`src/rtl/mic_level_meter.sv`:
```
// mic_level_meter: windowed peak magnitude of the mic stream quantised to 0..15, plus a peak-hold marker level
module mic_level_meter #(
    parameter int SAMPLE_W     = 12,
    parameter int MIDSCALE     = 2048,
    parameter int WINDOW       = 4000,
    parameter int HOLD_WINDOWS = 3
) (
    input  logic                clk,
    input  logic                reset,
    input  logic                sample_valid,
    input  logic [SAMPLE_W-1:0] sample,
    input  logic                freeze,
    output logic [3:0]          level,
    output logic                level_valid,
    output logic [3:0]          peak_level
);
    localparam int CW = $clog2(WINDOW + 1);
    localparam int HW = $clog2(HOLD_WINDOWS + 1);
    typedef enum logic {HOLD, DECAY} state_t;
    state_t                state, state_n;
    logic [CW-1:0]         cnt;
    logic [HW-1:0]         hold_cnt, hold_n;
    logic [10:0]           run_max, amp, win_max;
    logic [3:0]            q, peak_n, peak_dec;
    logic signed [SAMPLE_W:0] diff;
    logic [SAMPLE_W:0]     mag;
    logic                  win_end, update, holding;
    assign diff     = $signed({1'b0, sample}) - $signed((SAMPLE_W + 1)'(MIDSCALE));
    assign mag      = $unsigned(diff[SAMPLE_W] ? -diff : diff);
    assign amp      = (mag > (SAMPLE_W + 1)'(2047)) ? 11'd2047 : mag[10:0];
    assign win_max  = (amp > run_max) ? amp : run_max;
    assign q        = win_max[10:7];
    assign win_end  = sample_valid && (cnt == CW'(WINDOW - 1));
    assign update   = win_end && !freeze;
    assign holding  = (state == HOLD) && (hold_cnt != '0);
    assign peak_dec = ({1'b0, peak_level} > ({1'b0, q} + 5'd1)) ? peak_level - 4'd1 : q;
    // window counter and running max advance only on valid samples; the closing sample is not carried over
    always_ff @(posedge clk) begin
        if (reset) begin
            cnt     <= '0;
            run_max <= '0;
        end else if (sample_valid) begin
            cnt     <= win_end ? '0 : cnt + 1'b1;
            run_max <= win_end ? '0 : win_max;
        end
    end
    // state register: outputs and peak FSM move only on non-frozen window ends
    always_ff @(posedge clk) begin
        if (reset) begin
            state       <= HOLD;
            hold_cnt    <= '0;
            level       <= '0;
            peak_level  <= '0;
            level_valid <= 1'b0;
        end else begin
            level_valid <= update;
            if (update) begin
                state      <= state_n;
                hold_cnt   <= hold_n;
                level      <= q;
                peak_level <= peak_n;
            end
        end
    end
    // next state: a new high re-arms the hold, otherwise count down the hold then decay until back at q
    always_comb begin
        state_n = state;
        hold_n  = hold_cnt;
        if (q >= peak_level) begin
            state_n = HOLD;
            hold_n  = HW'(HOLD_WINDOWS);
        end else if (holding) begin
            hold_n = hold_cnt - 1'b1;
        end else if (state == HOLD) begin
            state_n = DECAY;
        end else if (peak_dec == q) begin
            state_n = HOLD;
            hold_n  = HW'(HOLD_WINDOWS);
        end
    end
    // peak output: jump up to q, stay while holding, else step down by one but never below q
    always_comb begin
        peak_n = (q >= peak_level) ? q : holding ? peak_level : peak_dec;
    end
endmodule

```
`config.mk`:
```
export PLATFORM = sky130hd
export DESIGN_NAME = mic_level_meter
export DESIGN_NICKNAME = d
export VERILOG_FILES = /design/src/rtl/mic_level_meter.sv
export SDC_FILE = /design/constraint.sdc
export NUM_CORES = 1
export LEC_CHECK = 0
export CORE_AREA = 3 3 78 80
export CTS_BUF_LIST = sky130_fd_sc_hd__clkbuf_4 sky130_fd_sc_hd__clkbuf_8
export DETAILED_ROUTE_END_ITERATION = 10
export DIE_AREA = 0 0 81 83
export GPL_ROUTABILITY_DRIVEN = 0
export SLEW_MARGIN = 5
export SYNTH_ARGS = -nofsm -noshare
export SYNTH_HDL_FRONTEND = slang
export SYNTH_SLANG_ARGS = --single-unit
```
`constraint.sdc`:
```
create_clock -name clk -period 14.25 [get_ports clk]
set_input_delay 3.5625 -clock clk [delete_from_list [all_inputs] [get_ports clk]]
set_output_delay 3.5625 -clock clk [all_outputs]
set_load 0.1 [all_outputs]
```
# Yosys cells after proc, flatten, opt, wreduce, memory -nomap -nowiden
# Cells that the tools add are included.
[totals]
reg_bits = 35
in_bits = 16
[classes]
n_eq_ne = 3
n_bitwise = 1
muxes = 16
n_reduce_logical = 11
n_addsub = 6
n_lt_le_gt_ge = 4
[op_table]
columns = ["cell", "count"]
rows = [
  ["2-to-1 mux 11 bit", 3],
  ["greater-than comparator 13 x 11 -> 1 bit (second input constant)", 1],
  ["2-to-1 mux 13 bit", 1],
  ["negator 13 bit", 1],
  ["subtractor 12 x 12 -> 13 bit (second input constant)", 1],
  ["adder 12 x 1 -> 12 bit (second input constant)", 1],
  ["== test 12 bit (second input constant)", 1],
  ["2-to-1 mux 12 bit", 1],
  ["2-to-1 mux 4 bit", 3],
  ["greater-than comparator 11 bit", 1],
  ["2-to-1 mux 2 bit", 4],
  ["nonzero test 3 bit", 2],
  ["adder 4 x 1 -> 5 bit (second input constant)", 1],
  ["greater-than comparator 4 x 5 -> 1 bit", 1],
  ["== test 4 bit", 1],
  ["greater-or-equal comparator 4 bit", 1],
  ["2-to-1 mux 1 bit", 4],
  ["AND reduction 2 bit", 2],
  ["nonzero test 2 bit", 2],
  ["subtractor 4 x 1 -> 4 bit (second input constant)", 1],
  ["logical AND 1 bit", 3],
  ["AND reduction 3 bit", 1],
  ["!= test 2 x 1 -> 1 bit (second input constant)", 1],
  ["subtractor 2 x 1 -> 2 bit (second input constant)", 1],
  ["other kinds (2)", 2],
]

# Depth between registers and ports, before layout
# Gate-level depths: netlist of the first run.
[depth]
depth_word = 15
ltp_mapped = 25
depth_no_buf = 25

# Worst setup path before layout of the first run
# OpenSTA, ideal clock, no wires.
[synth_path]
path_type = "input -> register"
startpoint = "input sample[0]"
endpoint = "register peak_level[2]"
cell_stages = 25
required_time_ns = 14.180
slack_ns = 5.720
arrival_ns = 8.460
path_buffers = 0
cell_sequence = "inv_1 ha_1 or4b_4 nor3b_1 and2b_1 o31ai_4 ha_1 nand4_1 a211oi_1 a2111oi_4 nor2_2 mux2i_1 inv_1 ha_1 inv_1 ha_1 nor2b_1 o21a_1 o21a_1 o21ai_0 nor2_1 o21ai_4 a21oi_1 or3b_1 a21oi_1"
[synth_between]
elab_chain_len = 12
word_cells_on_any_way = 15
[synth_rtl]
columns = ["element", "line", "text"]
rows = [
  ["from (decl)", "11", "input logic [SAMPLE_W-1:0] sample,"],
  ["subtractor 12 x 12 -> 13 bit *", "28", "assign diff = $signed({1'b0, sample}) - $signed((SAMPLE_W + 1)'(MIDSCALE));"],
  ["negator 13 bit", "29", "assign mag = $unsigned(diff[SAMPLE_W] ? -diff : diff);"],
  ["2-to-1 mux 13 bit *", "29", ""],
  ["greater-than comparator 13 x 11 -> 1 bit", "30", "assign amp = (mag > (SAMPLE_W + 1)'(2047)) ? 11'd2047 : mag[10:0];"],
  ["2-to-1 mux 11 bit *", "30", ""],
  ["greater-than comparator 11 bit", "31", "assign win_max = (amp > run_max) ? amp : run_max;"],
  ["2-to-1 mux 11 bit *", "31", ""],
  ["via win_max[7]", "23", "logic [10:0] run_max, amp, win_max;"],
  ["adder 4 x 1 -> 5 bit", "36", "assign peak_dec = ({1'b0, peak_level} > ({1'b0, q} + 5'd1)) ? peak_level - 4'd1 : q;"],
  ["greater-than comparator 4 x 5 -> 1 bit", "36", ""],
  ["2-to-1 mux 4 bit", "36", ""],
  ["2-to-1 mux 4 bit (2 in a row)", "83", "peak_n = (q >= peak_level) ? q : holding ? peak_level : peak_dec;"],
  ["to (signal assigned)", "61", "peak_level <= peak_n;"],
  ["to (decl)", "15", "output logic [3:0] peak_level"],
]
# The timed path passes the listed nets; every way through them passes the cells marked *. The select of a mux whose other input is x is not followed.
# A chain may end at the register's enable or synchronous reset.

# Final worst setup path of the first run
[layout_path]
startpoint = "input sample[1]"
endpoint = "register peak_level[2]"
[layout_between]
elab_chain_len = 12
word_cells_on_any_way = 15
[layout_rtl]
columns = ["element", "line"]
rows = [
  ["subtractor 12 x 12 -> 13 bit *", "28"],
  ["negator 13 bit", "29"],
  ["2-to-1 mux 13 bit *", "29"],
  ["greater-than comparator 13 x 11 -> 1 bit", "30"],
  ["2-to-1 mux 11 bit *", "30"],
  ["greater-than comparator 11 bit", "31"],
  ["2-to-1 mux 11 bit *", "31"],
  ["adder 4 x 1 -> 5 bit", "36"],
  ["greater-than comparator 4 x 5 -> 1 bit", "36"],
  ["2-to-1 mux 4 bit", "36"],
  ["2-to-1 mux 4 bit (2 in a row)", "83"],
]
# Mark *: on every way between the ends. The rest lies on a longest branch, timed or not. The select of a mux whose other input is x is not followed.

==> metrics.cfg, run 1 <==
[outcome]
run_status = complete, no violations

[critical_path]
worst-r2r-cell-count = 15
arrival_ns = 9.58
startpoint = sample[1]
crit_path_start_kind = input port
crit_required_ns = 14.47
endpoint_kind = flip-flop
worst_r2r_setup_slack_ns = 9.58
critical_path.reg2reg.endpoint = peak_level[2]
timing.critical_path.to = peak_level[2]
worst-path-max-fanout = 8
rr_startpoint = run_max[9]
critPathKind = in2reg

[final_layout]
layout_commonest_cell = sky130_fd_sc_hd__nor2_1
antenna-diode-count = 0
top_library_cells_by_usage_in_the_layout_fill_and_taps_aside = 39 x sky130_fd_sc_hd__nor2_1, 35 x sky130_fd_sc_hd__dfxtp_1, 25 x sky130_fd_sc_hd__inv_1
postLayoutCellArea_mm2 = 0.00283
n_fill_cell = 555
final_core_util_pct = 51.6
final_nets = 360
synthToLayoutAreaGrowth_pct = 16.3
layout-drive-gt1-share_pct = 6.23

[clocking]
tritoncts_clock_tree = done
ctsRootBufferMaster = sky130_fd_sc_hd__clkbuf_8
clk_latency_ns = 0.29
clk_pin_slew_ns = 0.07
clock_tree.htree_level_count = 2
cts_buffer_depth = 2
post_cts_resize_count = 0
cts-hold-fix-buffers = 0
cts_made_buffers = 5
postCtsSetupBuffers = 0
clock-sinks = 35

[route]
num_vias = 2082
post_drt_via_cell_ratio = 5.30
post-route-drc-count = 0
top_signal_layer_used = met4
ant_nets = 0
wl_met2_um = 2360
wl_per_cell_um = 13.3
wl_um = 5240
first_pass_iters = 4
met1_length_um = 2640
first_iter_violations = 81
route.met3.wl_um = 195

[synth]
yosysWarnings = 0
synth_top_area_share_pct = 28.8
yosys-top-cells-area = sky130_fd_sc_hd__dfxtp_1 29%, sky130_fd_sc_hd__ha_1 12%, sky130_fd_sc_hd__nor2_1 6.0%
yosysSeqAreaShare_pct = 28.8
synth_area_leader_cell = sky130_fd_sc_hd__dfxtp_1
synthArstFlopShare_pct = 0
netlist-cell-type-count = 51
syn-mean-instance-area_um2 = 8.21
syn_inst = 296
ys.flop_type = sky130_fd_sc_hd__dfxtp_1
syn-cell-area_mm2 = 0.00243
synth_nets = 336
synth_edf_count = 0
postSynthRegisterBits = 35

[floorplanning]
num_rows = 27
die-height_um = 83
design.portCount = 25
floorplan.die.width_um = 81
floorplan.core_area_mm2 = 0.00547
start_util_pct = 44.4
dieArea_mm2 = 0.00672

[power_and_ir_drop]
leakage_uw = 0.00109
peak_vdd_ir_mv = 0.0642
power_density_mw_per_mm2 = 88.9

[timing]
timing_worst_slew_pin_value_ns = 0.971
number_of_pins_exceeding_their_max_slew_limit_in_the_final_report = 0
report.final.hold_viol_count = 0
upper_clock_frequency_limit_mhz = 107
rsz0062_at_grt = false
period_minus_slack_ns = 9.35
relSlewSlack_pct = 35.1
timing.final.crit_share_pct = 65.6
fin_setup_tns_ns = 0
setup_viol = 0
skew_ns = 0.0100

[global_route]
grt_util_all_layers_pct = 17.3
grt_pass1_wl_um = 9410
remaining_global_route_overflow = 0
grt_pass1_vias = 2118
grt_max_degree = 29
antenna_found_initial = 0

[min_path]
type_of_the_tightest_min_delay_check = reg2reg

[placed_design]
placed_area_mm2 = 0.00274
detailed_placer_s_ending_hpwl_um = 3960
port_buffers = 24

[flow_run]
cap_viol_max_count = 0

[worst min path at each step]
stage	start	endpoint	slack (ns)	depth (start not counted)
after CTS	run_max[0]	run_max[0]	0.47	2
after global routing	run_max[0]	run_max[0]	0.50	2
after global placement	run_max[0]	run_max[0]	0.45	2
after detailed placement	run_max[0]	run_max[0]	0.46	2
final	run_max[0]	run_max[0]	0.46	2
after floorplan	run_max[0]	run_max[0]	0.44	2
[synthesized netlist by cell type (all sizes together) (2+ instances only)]
cell     count
nor2        40
dfxtp       35
inv         25
ha          24
nand2       22
a21oi       18
o21ai       12
xor2        12
nand3       11
xnor2       11
nor3         9
clkbuf       8
nand4        7
a22oi        6
a211oi       5
a2bb2oi      4
a31oi        4
and2         4
nand2b       4
o21a         4
mux2i        3
a311oi       2
and3         2
mux2         2
nand3b       2
nor3b        2
nor4         2
o211a        2
[stage by stage]
stage                     setup slack, ns  hold WS, ns  instances  total power, uW
after detailed placement             4.61        0.457        385              181
after global placement               4.60        0.452        385              181
after floorplan                      5.72        0.441        296              161
final                                4.90        0.460        393              251
after global routing                 4.27        0.496        393              269
after CTS                            4.88        0.466        393              254
[registers in the layout (all words and copies together) (netlist names)]
| signal | flops |
|---|---|
| hold_cnt | 2 |
| level | 4 |
| cnt | 12 |
| peak_level | 4 |
| level_valid | 1 |
| state | 1 |
| run_max | 11 |
[critical path, cell delays in order]
cell and delay (ns):
sky130_fd_sc_hd__clkdlybuf4s50_1 0.47, sky130_fd_sc_hd__inv_1 0.09, sky130_fd_sc_hd__ha_1 0.18, sky130_fd_sc_hd__or4b_4 0.50
sky130_fd_sc_hd__nor3b_1 0.28, sky130_fd_sc_hd__and2b_1 0.21, sky130_fd_sc_hd__o31ai_4 0.09, sky130_fd_sc_hd__ha_1 0.32
sky130_fd_sc_hd__nand4_1 0.15, sky130_fd_sc_hd__a211oi_1 0.42, sky130_fd_sc_hd__a2111oi_4 0.14, sky130_fd_sc_hd__nor2_2 0.30
sky130_fd_sc_hd__mux2i_1 0.54, sky130_fd_sc_hd__ha_1 0.36, sky130_fd_sc_hd__a21boi_0 0.18, sky130_fd_sc_hd__o21ai_0 0.10
sky130_fd_sc_hd__a21oi_1 0.33, sky130_fd_sc_hd__nor3_1 0.14, sky130_fd_sc_hd__nor3_1 0.66, sky130_fd_sc_hd__or3b_1 0.41
sky130_fd_sc_hd__a21oi_1 0.13
[per-layer routing]
metal | up-vias | global-route usage, %
li1 | 1095 | -
met1 | 953 | 23.6
met2 | 30 | 27.1
met3 | 4 | 3.58
met4 | 0 | 5.22
met5 | - | 0
[final cells by class]
class / count / area (um2) / area share, %
multi-input combinational: 228 / 1610 / 56.8
sequential: 35 / 701 / 24.8
timing repair buffer: 25 / 248 / 8.76
inverter: 25 / 93.8 / 3.32
tap: 72 / 90.1 / 3.19
clock buffer: 6 / 76.3 / 2.70
clock inverter: 2 / 12.5 / 0.443
[logic make-up (layout without fill, tap and decap cells)]
group / after synthesis / count (layout) / share of synthesized area, %
simple gates: 111 / 111 / 22.3
compound gates: 65 / 65 / 20.2
flops: 35 / 35 / 28.8
buf+inv: 33 / 58 / 5.15
fa+ha+maj: 24 / 24 / 12.4
xor+xnor: 23 / 23 / 8.29
mux: 5 / 5 / 2.83
[power by group]
part / total (uW) / switching (uW) / internal (uW)
clock network: 72.3 / 36.2 / 36.1
registers: 103 / 2.20 / 101
logic: 75.7 / 43.7 / 32.0
total: 251 / 82.0 / 169
No activity file was read; power rests on OpenSTA's default activity.
==> run 2, diff against run 1 <==
Clock period 14.25 ns to 9.1 ns, I/O delays scaled along.
==> metrics.cfg, run 2 (synthesized netlist as in run 1, its figures left out) <==
[route]
first_pass_iters = 4  ; unchanged
wl_per_cell_um = 13.1  ; -1.9%
post_drt_via_cell_ratio = 5.29  ; -0.11%
post-route-drc-count = 0  ; unchanged
wl_um = 5150  ; -1.6%
ant_nets = 0  ; unchanged
num_vias = 2085  ; +0.14%
first_iter_violations = 71  ; -12%

[clocking]
clk_pin_slew_ns = 0.08  ; about the same
clock-sinks = 35  ; unchanged
post_cts_resize_count = 0  ; unchanged
cts_buffer_depth = 2  ; unchanged
clk_latency_ns = 0.28  ; about the same
cts_made_buffers = 5  ; unchanged
cts-hold-fix-buffers = 0  ; unchanged
postCtsSetupBuffers = 0  ; unchanged
tritoncts_clock_tree = done
clock_tree.htree_level_count = 2  ; unchanged
ctsRootBufferMaster = sky130_fd_sc_hd__clkbuf_8

[final_layout]
layout-drive-gt1-share_pct = 6.52  ; +0.29 points
final_nets = 361  ; +0.28%
postLayoutCellArea_mm2 = 0.00283  ; +0.27%
stdcell_count = 394  ; +0.25%
largest_register_ff_count = 12  ; unchanged
antenna-diode-count = 0  ; unchanged
synthToLayoutAreaGrowth_pct = 16.6
layout_commonest_cell = sky130_fd_sc_hd__nor2_1
max_flop_register = cnt
largest_registers = cnt: 12 flops, run_max: 11 flops
top_library_cells_by_usage_in_the_layout_fill_and_taps_aside = 39 x sky130_fd_sc_hd__nor2_1, 35 x sky130_fd_sc_hd__dfxtp_1, 25 x sky130_fd_sc_hd__inv_1

[timing]
period_minus_slack_ns = 8.08
upper_clock_frequency_limit_mhz = 124
skew_ns = 0.0109  ; +0.000852 ns
relSlewSlack_pct = 35.4  ; +0.30 points
fin_setup_tns_ns = 0  ; unchanged
setup_viol = 0  ; unchanged
rsz0062_at_grt = false
minimum_hold_slack_ns = 0.470  ; +0.00985 ns
timing.final.crit_share_pct = 88.8
number_of_pins_exceeding_their_max_slew_limit_in_the_final_report = 0  ; unchanged
timing_worst_slew_pin_value_ns = 0.966  ; -0.00449 ns
report.final.hold_viol_count = 0  ; unchanged

[power_and_ir_drop]
power.switching_fraction_pct = 32.4  ; -0.21 points
peak_vdd_ir_mv = 0.116  ; +81%
leakage_uw = 0.00110  ; +0.50%
power.switching_uw = 127  ; +55%
power_frac_seq_pct = 41.2  ; about the same
clk_pwr_share_pct = 28.5  ; -0.3 points
pwr-share-comb_pct = 30.3  ; +0.2 points
power_density_mw_per_mm2 = 139  ; +56%
p_int_uw = 265  ; +57%

[floorplanning]
start_util_pct = 44.4  ; unchanged
num_rows = 27  ; unchanged
floorplan.core_area_mm2 = 0.00547  ; unchanged
die-height_um = 83  ; unchanged
design.portCount = 25  ; unchanged
floorplan.die.width_um = 81  ; unchanged
dieArea_mm2 = 0.00672  ; unchanged

[outcome]
run_status = complete, no violations

[global_route]
grt_pass1_wl_um = 9320  ; -0.96%
grt_util_all_layers_pct = 16.8  ; -0.53 points
antenna_found_initial = 0  ; unchanged
grt_pass1_vias = 2039  ; -3.7%
remaining_global_route_overflow = 0  ; unchanged
grt_max_degree = 29  ; unchanged

[critical_path]
critPathKind = in2reg
endpoint_kind = flip-flop
arrival_ns = 8.30  ; -1.28 ns
crit_required_ns = 9.32  ; -5.15 ns
worst-path-max-fanout = 7  ; -1
crit_path_start_kind = input port

[placed_design]
placed_area_mm2 = 0.00275  ; +0.27%
cell_count_after_placement = 386  ; +0.26%
port_buffers = 24  ; unchanged
detailed_placer_s_ending_hpwl_um = 3980  ; +0.51%

[min_path]
type_of_the_tightest_min_delay_check = reg2reg

[flow_run]
cap_viol_max_count = 0  ; unchanged

## run 2: cell types whose count changed in the layout (fill, tap and decap cells not counted)
cell                    previous run  this run
sky130_fd_sc_hd__buf_4             1         2
## run 2: per-layer routing
metal	track usage, %	part of all wire, %	vias to the layer above
met4	4.45	1.0	0
met2	25.5	46	23
met3	3.04	2.7	6
met1	24.0	51	966
met5	0	0	-
li1	-	-	1090
## run 2: cell type report
| cell class | count | area [um2] |
|---|---|---|
| flip-flops and latches | 35 | 701 |
| clock inverters | 2 | 12.5 |
| repair buffers | 26 | 255 |
| fillers | 546 | 2640 |
| clock buffers | 6 | 76.3 |
| well taps | 72 | 90.1 |
| multi-input cells | 228 | 1610 |
| inverters | 25 | 93.8 |
## run 2: path summary, 6_finish.rpt
kind / from / to / slack (ns) / cells past startpoint
worst min register to register: run_max[0] / run_max[0] / 0.47 / 2
worst min-delay path: run_max[0] / run_max[0] / 0.47 / 2
worst max-delay path: sample[1] / peak_level[2] / 1.02 / 26
worst max register to register: run_max[10] / peak_level[2] / 4.38 / 20
## run 2: through the flow
| stage | util (%) | total power (uW) | worst slack (ns) |
|---|---|---|---|
| CTS | 51.8 | 397 | 1.01 |
| detailed placement | 50.2 | 284 | 0.755 |
| global placement | 50.2 | 283 | 0.807 |
| global route | 51.8 | 419 | 0.501 |
| finish | 51.8 | 393 | 1.02 |
| floorplan | - | 252 | 1.86 |
## run 2: power groups by stage
stage          combinational, uW  sequential (uW)  clock, uW
6_report                     119              162        112
5_1_grt                      136              162        121
4_1_cts                      119              162        116
3_5_place_dp                 118              165          0
3_3_place_gp                 118              165          0
2_1_floorplan               87.6              164          0
## run 2: worst max-delay path, cell delays in order
cell and delay (ns):
sky130_fd_sc_hd__clkdlybuf4s50_1 0.47, sky130_fd_sc_hd__inv_1 0.08, sky130_fd_sc_hd__ha_1 0.18, sky130_fd_sc_hd__or4b_4 0.51, sky130_fd_sc_hd__nor3b_1 0.27, sky130_fd_sc_hd__and2b_1 0.20
sky130_fd_sc_hd__o31ai_4 0.08, sky130_fd_sc_hd__ha_1 0.31, sky130_fd_sc_hd__nand4_1 0.15, sky130_fd_sc_hd__a211oi_1 0.42, sky130_fd_sc_hd__a2111oi_4 0.14, sky130_fd_sc_hd__nor2_2 0.30
sky130_fd_sc_hd__mux2i_1 0.54, sky130_fd_sc_hd__inv_1 0.19, sky130_fd_sc_hd__ha_1 0.32, sky130_fd_sc_hd__inv_1 0.04, sky130_fd_sc_hd__ha_1 0.29, sky130_fd_sc_hd__nor2b_1 0.14
sky130_fd_sc_hd__o21a_1 0.16, sky130_fd_sc_hd__o21a_1 0.15, sky130_fd_sc_hd__o21ai_0 0.23, sky130_fd_sc_hd__nor2_1 0.15, sky130_fd_sc_hd__o21ai_4 0.13, sky130_fd_sc_hd__a21oi_1 0.05
sky130_fd_sc_hd__or3b_1 0.37, sky130_fd_sc_hd__a21oi_1 0.14
==> run 3, diff against run 2 <==
Settings changed: CORE_AREA 3 3 78 80 to 3 3 88 90, CTS_CLUSTER_DIAMETER set to 100, DIE_AREA 0 0 81 83 to 0 0 91 93.
==> metrics.cfg, run 3 (synthesized netlist as in run 1, its figures left out) <==
[critical_path]
critPathMostFrequentCell = sky130_fd_sc_hd__ha_1
crit_required_ns = 9.32  ; about the same
crit_path_start_kind = input port
critPathKind = in2reg
crit_buf_inv = 4  ; unchanged
critical_path.slowest_cell = sky130_fd_sc_hd__mux2i_1
worst-r2r-cell-count = 20  ; unchanged
endpoint_kind = flip-flop
worst_r2r_setup_slack_ns = 4.42  ; +0.04 ns
critical-path-top-delay-family = simple AND/OR/NAND/NOR gates
cpPeakStageDelay_ns = 0.54  ; about the same
rr_startpoint = run_max[10]
worstSetupPathDepth = 26  ; unchanged
worst-path-max-fanout = 7  ; unchanged
arrival_ns = 8.27  ; -0.03 ns
critical_path.reg2reg.endpoint = peak_level[2]

[floorplanning]
dieArea_mm2 = 0.00846  ; +26%
num_rows = 31  ; +15%
die-height_um = 93  ; +12%
floorplan.die.width_um = 91  ; +12%
design.portCount = 25  ; unchanged
floorplan.core_area_mm2 = 0.00714  ; +30%
start_util_pct = 34.1  ; -10 points

[global_route]
remaining_global_route_overflow = 0  ; unchanged
grt_max_degree = 29  ; unchanged
antenna_found_initial = 0  ; unchanged
grt_pass1_vias = 2042  ; +0.15%
grt_util_all_layers_pct = 12.8  ; -4.0 points
grt_pass1_wl_um = 8950  ; -4.0%

[clocking]
clock_tree.htree_level_count = 2  ; unchanged
clock-sinks = 35  ; unchanged
ctsRootBufferMaster = sky130_fd_sc_hd__clkbuf_8
post_cts_resize_count = 0  ; unchanged
clk_pin_slew_ns = 0.08  ; about the same
cts-hold-fix-buffers = 0  ; unchanged
cts_made_buffers = 5  ; unchanged
cts_buffer_depth = 2  ; unchanged
clk_latency_ns = 0.28  ; about the same
tritoncts_clock_tree = done
postCtsSetupBuffers = 0  ; unchanged

[min_path]
worstHoldEndpoint = run_max[0]
type_of_the_tightest_min_delay_check = reg2reg
worst_hold_path.num_cells = 2  ; unchanged
timing.hold.worst.start = run_max[0]

[timing]
rsz0062_at_grt = false
fin_setup_tns_ns = 0  ; unchanged
relSlewSlack_pct = 34.6  ; -0.74 points
minimum_hold_slack_ns = 0.469  ; -0.000802 ns
upper_clock_frequency_limit_mhz = 124  ; +0.45%
number_of_pins_exceeding_their_max_slew_limit_in_the_final_report = 0  ; unchanged
timing_worst_slew_pin_value_ns = 0.978  ; +0.0110 ns
timing.final.crit_share_pct = 88.4  ; -0.40 points
report.final.hold_viol_count = 0  ; unchanged
skew_ns = 0.00898  ; -0.00187 ns
setup_viol = 0  ; unchanged
period_minus_slack_ns = 8.05  ; -0.0364 ns

[power_and_ir_drop]
clk_pwr_share_pct = 28.7  ; +0.2 points
p_int_uw = 265  ; about the same
power.switching_uw = 125  ; -1.5%
power.switching_fraction_pct = 32.1  ; -0.31 points
power_frac_seq_pct = 41.4  ; +0.2 points
leakage_uw = 0.00110  ; unchanged
pwr-share-comb_pct = 29.9  ; -0.4 points
power_density_mw_per_mm2 = 136  ; -1.7%
total_power_uw = 390  ; -0.55%
peak_vdd_ir_mv = 0.0542  ; -53%

[placed_design]
port_buffers = 24  ; unchanged
detailed_placer_s_ending_hpwl_um = 4010  ; +0.78%

[final_layout]
max_flop_register = cnt
largest_registers = cnt: 12 flops, run_max: 11 flops
synthToLayoutAreaGrowth_pct = 18.0
layout-drive-gt1-share_pct = 6.52  ; unchanged
top_library_cells_by_usage_in_the_layout_fill_and_taps_aside = 39 x sky130_fd_sc_hd__nor2_1, 35 x sky130_fd_sc_hd__dfxtp_1, 25 x sky130_fd_sc_hd__inv_1
layout_commonest_cell = sky130_fd_sc_hd__nor2_1
largest_register_ff_count = 12  ; unchanged
antenna-diode-count = 0  ; unchanged
final_nets = 361  ; unchanged

[route]
first_iter_violations = 93  ; +31%
post-route-drc-count = 0  ; unchanged
first_pass_iters = 4  ; unchanged
ant_nets = 0  ; unchanged
num_vias = 2108  ; +1.1%
wl_um = 5210  ; +1.2%
post_drt_via_cell_ratio = 5.01  ; -5.4%
wl_per_cell_um = 12.4  ; -5.3%

[flow_run]
cap_viol_max_count = 0  ; unchanged

[outcome]
run_status = complete, no violations

-- run 3: worst min-delay path, stage by stage (launching register included) --
cell and delay, ns:
sky130_fd_sc_hd__dfxtp_1 0.32, sky130_fd_sc_hd__nand2_1 0.05, sky130_fd_sc_hd__a21oi_1 0.05
-- run 3: area by class of cell --
class                      instances  area, um2
multi-input combinational        228       1610
fill                             738       4270
clock buffer                       6       76.3
tap                               99        124
clock inverter                     2       12.5
timing repair buffer              26        255
inverter                          25       93.8
sequential                        35        701
-- run 3: power by group through the flow --
stage | registers [uW] | clock network [uW] | logic, uW
after floorplan | 164 | 0 | 87.6
after global placement | 165 | 0 | 116
after detailed placement | 165 | 0 | 116
after CTS | 161 | 116 | 117
after global routing | 162 | 121 | 133
final | 162 | 112 | 117
-- run 3: through the flow --
| stage | worst slack, ns | cells | util, % | area (um2) |
|---|---|---|---|---|
| finish | 1.05 | 421 | 40.2 | 2870 |
| global placement | 0.925 | 413 | 38.9 | 2780 |
| CTS | 1.10 | 421 | 40.2 | 2870 |
| global route | 0.601 | 421 | 40.2 | 2870 |
| floorplan | 1.86 | 296 | - | 2430 |
| detailed placement | 0.821 | 413 | 38.9 | 2780 |
-- run 3: layer usage --
| metal | vias up | global-route usage (%) | wire length [um] | share of wire [%] |
|---|---|---|---|---|
| met5 | - | 0 | 0 | 0 |
| met4 | 0 | 5.53 | 107 | 2.1 |
| met3 | 11 | 2.49 | 164 | 3.1 |
| met2 | 36 | 22.6 | 2540 | 49 |
| met1 | 967 | 15.1 | 2400 | 46 |
| li1 | 1094 | - | - | - |
-- run 3: how the worst max path moves through the flow --
stage / from / slack [ns] / to
after global routing: sample[0] / 0.60 / hold_cnt[1]
after detailed placement: sample[0] / 0.82 / peak_level[2]
after floorplan: sample[0] / 1.86 / peak_level[2]
after CTS: sample[0] / 1.10 / peak_level[2]
final: sample[0] / 1.05 / peak_level[2]
after global placement: sample[0] / 0.93 / peak_level[2]
